===== src/rtl/multi_cycle_cpu.sv =====
// Multi-cycle MIPS-subset core: shared ALU, single unified memory port, FSM-sequenced.
// Optional instruction-retire trace ports are enabled with `define MCPU_TRACE_EN.
module multi_cycle_cpu #(
   parameter int               ADDR_W   = 32,
   parameter logic [ADDR_W-1:0] RESET_PC = '0,
   parameter int               NUM_REGS = 32
) (
   input  logic              clk_i,
   input  logic              rst_i,
   output logic              mem_req_o,
   output logic              mem_we_o,
   output logic [ADDR_W-1:0] mem_addr_o,
   output logic [31:0]       mem_wdata_o,
   input  logic [31:0]       mem_rdata_i,
   input  logic              mem_ready_i,
   output logic              halted_o,
   output logic [ADDR_W-1:0] pc_o
`ifdef MCPU_TRACE_EN
   ,
   output logic              retire_o,
   output logic [ADDR_W-1:0] retire_pc_o,
   output logic [31:0]       retire_instr_o
`endif
);

   localparam logic [5:0] OP_R    = 6'h00, OP_ADDI = 6'h08, OP_SLTI = 6'h0A, OP_LW = 6'h23,
                          OP_SW   = 6'h2B, OP_BEQ  = 6'h04, OP_BNE  = 6'h05, OP_J  = 6'h02;
   localparam logic [5:0] FN_ADD  = 6'h20, FN_SUB  = 6'h22, FN_AND  = 6'h24, FN_OR = 6'h25,
                          FN_SLT  = 6'h2A;

   typedef enum logic [2:0] {S_FETCH, S_DECODE, S_EXEC, S_MEM, S_WB, S_HALT} state_t;

   state_t            state, state_nxt;
   logic [ADDR_W-1:0] pc, npc;
   logic [31:0]       ir, a, b, alu_out, mdr;
   logic [31:0]       regs [32];

   logic [5:0]  op, funct;
   logic [4:0]  rs, rt, rd, wr_idx;
   logic [31:0] simm, alu_res, br_off, npc32, j32, wr_data;
   logic [ADDR_W-1:0] br_tgt, j_tgt;
   logic        legal, is_mem, is_br, is_lw, taken, xfer;

   assign op    = ir[31:26];
   assign rs    = ir[25:21];
   assign rt    = ir[20:16];
   assign rd    = ir[15:11];
   assign funct = ir[5:0];
   assign simm  = {{16{ir[15]}}, ir[15:0]};

   assign is_lw  = (op == OP_LW);
   assign is_mem = is_lw || (op == OP_SW);
   assign is_br  = (op == OP_BEQ) || (op == OP_BNE) || (op == OP_J);
   assign xfer   = mem_req_o && mem_ready_i;

   // Index 0 and indices beyond the implemented depth read as zero.
   function automatic logic [31:0] rf_rd(input logic [4:0] idx);
      if (idx == 5'd0 || int'(idx) >= NUM_REGS) return 32'd0;
      return regs[idx];
   endfunction

   always_comb begin
      legal = 1'b0;
      case (op)
         OP_R: legal = (funct == FN_ADD) || (funct == FN_SUB) || (funct == FN_AND) ||
                       (funct == FN_OR)  || (funct == FN_SLT);
         OP_ADDI, OP_SLTI, OP_LW, OP_SW, OP_BEQ, OP_BNE, OP_J: legal = 1'b1;
         default: legal = 1'b0;
      endcase
   end

   always_comb begin
      alu_res = a + simm;
      if (op == OP_R) begin
         case (funct)
            FN_SUB:  alu_res = a - b;
            FN_AND:  alu_res = a & b;
            FN_OR:   alu_res = a | b;
            FN_SLT:  alu_res = {31'd0, $signed(a) < $signed(b)};
            default: alu_res = a + b;
         endcase
      end else if (op == OP_SLTI) begin
         alu_res = {31'd0, $signed(a) < $signed(simm)};
      end
   end

   // Jump target keeps the npc bits above 28 only when the address is wide enough to have them.
   assign taken  = (op == OP_BEQ) ? (a == b) : (a != b);
   assign br_off = simm << 2;
   assign br_tgt = npc + br_off[ADDR_W-1:0];
   assign npc32  = 32'(npc);
   assign j32    = {npc32[31:28], ir[25:0], 2'b00};
   assign j_tgt  = j32[ADDR_W-1:0];

   assign wr_idx  = (op == OP_R) ? rd : rt;
   assign wr_data = is_lw ? mdr : alu_out;

   always_ff @(posedge clk_i) begin
      if (rst_i) state <= S_FETCH;
      else       state <= state_nxt;
   end

   always_comb begin
      state_nxt = state;
      case (state)
         S_FETCH:  if (xfer) state_nxt = S_DECODE;
         S_DECODE: state_nxt = legal ? S_EXEC : S_HALT;
         S_EXEC: begin
            if (is_mem)     state_nxt = (alu_res[1:0] == 2'b00) ? S_MEM : S_HALT;
            else if (is_br) state_nxt = S_FETCH;
            else            state_nxt = S_WB;
         end
         S_MEM:    if (xfer) state_nxt = is_lw ? S_WB : S_FETCH;
         S_WB:     state_nxt = S_FETCH;
         default:  state_nxt = S_HALT;
      endcase
   end

   always_ff @(posedge clk_i) begin
      if (rst_i) begin
         pc      <= RESET_PC;
         npc     <= '0;
         ir      <= '0;
         a       <= '0;
         b       <= '0;
         alu_out <= '0;
         mdr     <= '0;
         for (int i = 0; i < 32; i++) regs[i] <= '0;
      end else begin
         case (state)
            S_FETCH: if (xfer) begin
               ir  <= mem_rdata_i;
               npc <= pc + ADDR_W'(4);
            end
            S_DECODE: begin
               a <= rf_rd(rs);
               b <= rf_rd(rt);
            end
            S_EXEC: begin
               alu_out <= alu_res;
               if (op == OP_J)                        pc <= j_tgt;
               else if (op == OP_BEQ || op == OP_BNE) pc <= taken ? br_tgt : npc;
            end
            S_MEM: if (xfer) begin
               if (is_lw) mdr <= mem_rdata_i;
               else       pc  <= npc;
            end
            S_WB: begin
               if (wr_idx != 5'd0 && int'(wr_idx) < NUM_REGS) regs[wr_idx] <= wr_data;
               pc <= npc;
            end
            default: ;
         endcase
      end
   end

   assign mem_req_o   = !rst_i && (state == S_FETCH || state == S_MEM);
   assign mem_we_o    = (state == S_MEM) && !is_lw;
   assign mem_addr_o  = (state == S_MEM) ? alu_out[ADDR_W-1:0] : pc;
   assign mem_wdata_o = b;
   assign halted_o    = (state == S_HALT);
   assign pc_o        = pc;

`ifdef MCPU_TRACE_EN
   assign retire_o = !rst_i && ((state == S_WB) || (state == S_EXEC && is_br) ||
                                (state == S_MEM && !is_lw && xfer));
   assign retire_pc_o    = pc;
   assign retire_instr_o = ir;
`endif

   // Bits that are intentionally dropped for narrow address widths or unused encodings.
   logic unused_bits;
   assign unused_bits = ^{ir[10:6], npc32, br_off, alu_out};

endmodule


===== config.mk =====
export PLATFORM = sky130hd
export DESIGN_NAME = multi_cycle_cpu
export DESIGN_NICKNAME = d
export VERILOG_FILES = /design/src/rtl/multi_cycle_cpu.sv
export SDC_FILE = /design/constraint.sdc
export NUM_CORES = 2
export LEC_CHECK = 0
export BUFFER_PORTS_ARGS = -buffer_cell sky130_fd_sc_hd__buf_2
export CELL_PAD_IN_SITES_DETAIL_PLACEMENT = 1
export CELL_PAD_IN_SITES_GLOBAL_PLACEMENT = 1
export CORE_MARGIN = 3
export CORE_UTILIZATION = 51
export DETAILED_ROUTE_END_ITERATION = 10
export HOLD_SLACK_MARGIN = 0.15
export PLACE_DENSITY = 0.8
export SYNTH_ARGS = -nofsm -noshare
export SYNTH_HDL_FRONTEND = slang
export SYNTH_SLANG_ARGS = --single-unit

===== constraint.sdc =====
create_clock -name clk_i -period 11.5 [get_ports clk_i]
set_input_delay 0.575 -clock clk_i [delete_from_list [all_inputs] [get_ports clk_i]]
set_output_delay 0.575 -clock clk_i [all_outputs]
set_load 0.01 [all_outputs]

# After elaboration in Yosys (flattened, before gate mapping)
# Memories as Yosys holds them, arrays and structs flattened. A register that Yosys moved wholly into a read port is not among the register bits.
# Index checks and enable logic that the tools add are counted.
[classes]
n_addsub = 5
mux = 45
reduce_logical = 26
eq_ne = 23
magnitude_cmp = 2
bitwise_logic = 2
[op_table]
columns = ["op", "n"]
rows = [
  ["32-bit 2-to-1 mux", 14],
  ["32-bit case mux with 4 select lines", 1],
  ["32-bit adder", 3],
  ["32-bit case mux with 3 select lines", 1],
  ["6-bit == test, second input constant", 7],
  ["32-bit by 3-bit adder with 32-bit output, second input constant", 1],
  ["32-bit bitwise AND", 1],
  ["32-bit == test", 1],
  ["32-bit by 16-bit less-than comparator with 1-bit output", 1],
  ["32-bit less-than comparator", 1],
  ["32-bit != test", 1],
  ["32-bit OR", 1],
  ["32-bit OR reduction", 1],
  ["32-bit subtractor", 1],
  ["5-bit 2-to-1 mux", 6],
  ["3-bit 2-to-1 mux", 7],
  ["3-bit case mux with 5 select lines", 1],
  ["1-bit 2-to-1 mux", 14],
  ["6-bit by 3-bit == test with 1-bit output, second input constant", 2],
  ["6-bit by 4-bit == test with 1-bit output, second input constant", 2],
  ["5-bit zero test", 2],
  ["1-bit logical OR", 8],
  ["7-bit OR reduction", 1],
  ["3-bit by 2-bit == test with 1-bit output, second input constant", 2],
  ["16 further kinds", 23],
]
[totals]
n_memories = 1
out_inout_bits = 99
in_bits = 35
wordCells = 112
register_bits = 227
mem_bits_rw = 1024
[mem_list]
columns = ["name", "words", "width", "read_ports", "rd_ports_with_merged_regs", "wr", "line", "rtl"]
rows = [
  ["regs", 32, 32, 2, 2, 32, "36", "logic [31:0] regs [32];"],
]

# Longest topological paths before layout
[depth]
depth_word = 9
ltp_mapped = 14
depth_no_buf = 14

# Worst setup path before layout
# Ideal clock, no wire load.
[synth_path]
kind = "register -> register"
startpoint = "register ir[15]"
endpoint = "register alu_out[31]"
path_slack_ns = 7.448
path_buffers = 0
required_time_ns = 11.409
setup_ns = 0.091
period_less_slack_ns = 4.052
t_arrival_ns = 3.961
stages_incl_launch_ff = 13
cell_sequence = "dfxtp_1 > inv_1 > ha_1 > inv_1 > a21oi_1 > o31ai_1 > a221o_1 > a31o_2 > a211oi_2 > nor4_2 > or4_1 > a21o_1 > a311oi_1"
[synth_via]
elab_chain_cells = 3
[synth_rtl]
columns = ["item", "line", "rtl"]
rows = [
  ["start: declaration", "35", "logic [31:0] ir, a, b, alu_out, mdr;"],
  ["start signal: assignment", "132", "ir <= mem_rdata_i;"],
  ["32-bit adder", "73", "alu_res = a + simm;"],
  ["32-bit 2-to-1 mux", "82", "end else if (op == OP_SLTI) begin"],
  ["32-bit 2-to-1 mux", "74", "if (op == OP_R) begin"],
  ["end signal: assignment", "140", "alu_out <= alu_res;"],
  ["end: declaration", "35", ""],
]
# No other way between the ends.
# A chain may end at the register's enable or synchronous reset.

==> flow_summary_export.csv <==
group,metric,value,unit
critical_path,r2r-start,"ir[28]",
job,drv_cap,0,
logic_synthesis,ys_top_cells_by_area,"edfxtp_1 (44%), mux4_2 (20%), nor2_1 (7.3%), dfxtp_1 (6.7%), ha_1 (3.4%)",
global_routing,grt-ovfl-total,0,
routing,drt_first_pass_iters,6,
logic_synthesis,avgSynthCellArea,12.1,sq um
logic_synthesis,synthesis.area,70400,sq um
finish,syn_to_final_growth,11.2,%
placed_design,port_buffers,133,
sta,layout_min_cycle_time,5.38,ns
clock_tree,cts_made_buffers,142,
routing,drc,0,
logic_synthesis,synth.distinct_cells,96,
logic_synthesis,synthArstFlopShare,0,%
global_routing,grt_max_degree,105,
sta,setup_viol,0,
placed_design,dp_hpwl,178000,um
min_path,min_from,"mem_ready_i",
routing,ant_nets,0,
power_and_ir_drop,p_switching,3.63,mW
clock_tree,cts.sinks,1261,
global_routing,grt_pass1_vias,57300,
clock_tree,post_cts_buffers,0,
die,core,136000,sq um
sta,worstMarginPinSlew,1.45,ns
power_and_ir_drop,swShare,29.7,%
die,dieArea,143000,sq um
critical_path,crit_type,"flip-flop to flip-flop",
min_path,worstHoldEndpoint,"state[2]",
logic_synthesis,yosysSeqAreaShare,50.4,%
clock_tree,cts_tree,"done",
sta,rsz0062_at_grt,"no",
finish,nFillCells,13500,
die,die_h,378,um
logic_synthesis,synth_ff_type,"edfxtp_1",
critical_path,critPathMaxFanout,33,
clock_tree,cts_max_level,4,
sta,min_period_over_period,46.8,%
power_and_ir_drop,pwr_density_cell,156,nW/um^2
outcome,outcome,"finished, final reports clean",
power_and_ir_drop,p_int,8.57,mW
clock_tree,ctsResizeCount,0,
critical_path,cp.required,11.75,ns
finish,register_area,35500,sq um
placed_design,gp_congestion,0.926,
min_path,hold_class,"input pin to flip-flop",
die,ios,134,
die,fp.dieW,378,um
clock_tree,ctsHoldBuffers,32,
power_and_ir_drop,p_leak,25.8,nW
sta,slew_violations,0,
logic_synthesis,yosys.area.top_type_share,43.7,%
power_and_ir_drop,max-vdd-ir-drop,0.148,mV
power_and_ir_drop,total_power,12.2,mW
finish,drive_gt1_share,21.6,%
logic_synthesis,synth_top_area_cell,"edfxtp_1",
global_routing,antenna_found_initial,12,
critical_path,endpoint_kind,"flip-flop",
die,num_rows,135,
finish,final_nets,6010,
die,initial_core_util,51.6,%
routing,wl_per_cell,36.1,um
power_and_ir_drop,clkPwrFrac,38.9,%
global_routing,grt_usage,38.9,%
sta,slew_headroom,3.50,%
critical_path,crit_arrival,5.62,ns
routing,drt_wl_total,278000,um
sta,final.setup.tns,0,ns
clock_tree,clkTransAtPathRegs,0.06,ns
clock_tree,cts_root_buffer,"clkbuf_16",
critical_path,worstReg2RegEnd,"regs[12][23]",
sta,fmax,186,MHz
critical_path,startpoint_type,"flip-flop",
logic_synthesis,synth-edff-count,1024,
clock_tree,max-clock-path-buffers,3,
critical_path,ff2ff_path_depth,11,
logic_synthesis,yosys_warnings,0,
routing,drtIter0Drc,8139,
clock_tree,insertion_delay,0.83,ns
logic_synthesis,synth-seq-cells,1261,
finish,multi_input_area,33200,sq um
sta,clock_skew,0.0538,ns
min_path,worst_hold_path.num_cells,3,
power_and_ir_drop,combinationalPowerShare,17.5,%
global_routing,grt_pass1_wl,400000,um
logic_synthesis,syn_inst,5814,
sta,hold_violations,0,
routing,vias_per_cell,7.18,
critical_path,reg2reg_slack,6.12,ns
routing,vias,55100,
power_and_ir_drop,seqPwrFrac,43.5,%
power by group through the flow:
stage	sequential (mW)	clock (mW)	combinational, mW
final	5.31	4.75	2.14
after global routing	5.32	4.93	2.24
after CTS	5.30	4.75	2.08
after detailed placement	5.39	0	2.05
after global placement	5.36	0	2.00
after floorplan	5.27	0	1.36
metrics by stage:
step / hold WS, ns / instance area [sq um] / cells / utilization (%) / worst slack [ns]
2_1_floorplan: 0.436 / 70500 / 5845 / - / 7.45
6_report: 0.195 / 78300 / 7685 / 57.4 / 6.12
5_1_grt: 0.211 / 78200 / 7681 / 57.4 / 6.05
3_3_place_gp: 0.444 / 73200 / 7387 / 53.7 / 6.57
4_1_cts: 0.156 / 78200 / 7681 / 57.4 / 6.36
3_5_place_dp: 0.451 / 73200 / 7387 / 53.7 / 6.46
routing by layer:
layer	wire, um	share of wire, %	track usage [%]
met1	94100	34	47.3
met2	128000	46	60.8
met3	35300	13	12.1
met4	20200	7.3	24.5
met5	85	0.031	0
state kept, by name, indices dropped and copies added, names as in the netlist, named ones only:
register	flops
alu_out	32
a	32
mdr	32
state	3
regs	1024
npc	32
ir	32
mem_wdata_o	32
pc_o	32
synthesized netlist by cell type, drive strengths merged (27+ instances only):
master and count:
nor2 1371, edfxtp 1024, mux4 640, clkbuf 418, nand2 366, a21oi 327, dfxtp 237, ha 189
inv 144, o21ai 112, mux2i 106, buf 85, nor3 83, a211oi 73, nand2b 58, xnor2 52
nand3 42, xor2 32, nor2b 27, o21bai 27
critical path, stage by stage, from the launching register on:
cell and delay, ns:
dfxtp_1 0.37, nor3_1 0.32, nand2b_1 0.20, or3_1 0.35
buf_4 0.27, nor3_1 0.22, a21oi_1 0.10, nor2_1 0.70
nor3_1 0.13, buf_4 0.24, nand2_2 0.85, nand2b_2 0.99
layout make-up:
type	count	area share [%]
tap	1781	2.85
clock buffer	181	4.89
antenna	4	0.0128
timing repair buffer	296	2.55
multi-input combinational	3935	42.4
sequential	1261	45.4
clock inverter	81	1.19
inverter	146	0.700
cell usage in the layout, fill, tap and decap left out, types with 19 or more instances in the layout:
| master | n |
|---|---|
| o22ai_1 | 24 |
| nand2b_1 | 25 |
| nand3_1 | 40 |
| inv_1 | 144 |
| o21bai_1 | 27 |
| a21oi_1 | 326 |
| o221ai_1 | 19 |
| xor2_1 | 32 |
| edfxtp_1 | 1024 |
| clkbuf_16 | 145 |
| mux2i_4 | 32 |
| a221oi_1 | 25 |
| dfxtp_1 | 226 |
| a31oi_1 | 25 |
| nand2_1 | 336 |
| o21ai_0 | 105 |
| dlygate4sd3_1 | 32 |
| mux2i_1 | 74 |
| clkinv_2 | 24 |
| nand2b_2 | 33 |
| nor2b_1 | 27 |
| ha_1 | 189 |
| a21o_1 | 25 |
| clkinv_1 | 21 |
| buf_2 | 132 |
| xnor2_1 | 51 |
| nand2_2 | 30 |
| buf_4 | 130 |
| mux4_2 | 640 |
| or3_1 | 19 |
| conb_1 | 32 |
| clkbuf_1 | 30 |
| nor2_1 | 1369 |
| a211oi_1 | 72 |
| nor3_1 | 79 |
how the worst max path moves through the flow:
stage / from / endpoint / slack [ns]
after global routing: ir[28] / regs[12][18] / 6.05
final: ir[28] / regs[12][23] / 6.12
after global placement: ir[28] / regs[12][23] / 6.57
after detailed placement: ir[28] / regs[12][23] / 6.46
after CTS: ir[28] / regs[12][23] / 6.36
after floorplan: ir[15] / alu_out[31] / 7.45
cells by family (layout without fill, tap and decap cells):
| logic type | after synthesis | in the layout | share of synthesized area, % |
|---|---|---|---|
| compound gates | 806 | 806 | 7.31 |
| flops | 1261 | 1261 | 50.4 |
| xor+xnor | 84 | 84 | 1.07 |
| mux | 749 | 749 | 22.0 |
| fa+ha+maj | 193 | 193 | 3.47 |
| other cells | 1 | 36 | 0.00533 |
| simple gates | 2071 | 2071 | 12.2 |
| buf+inv | 649 | 704 | 3.49 |
Power figures use the tool's default switching activity.
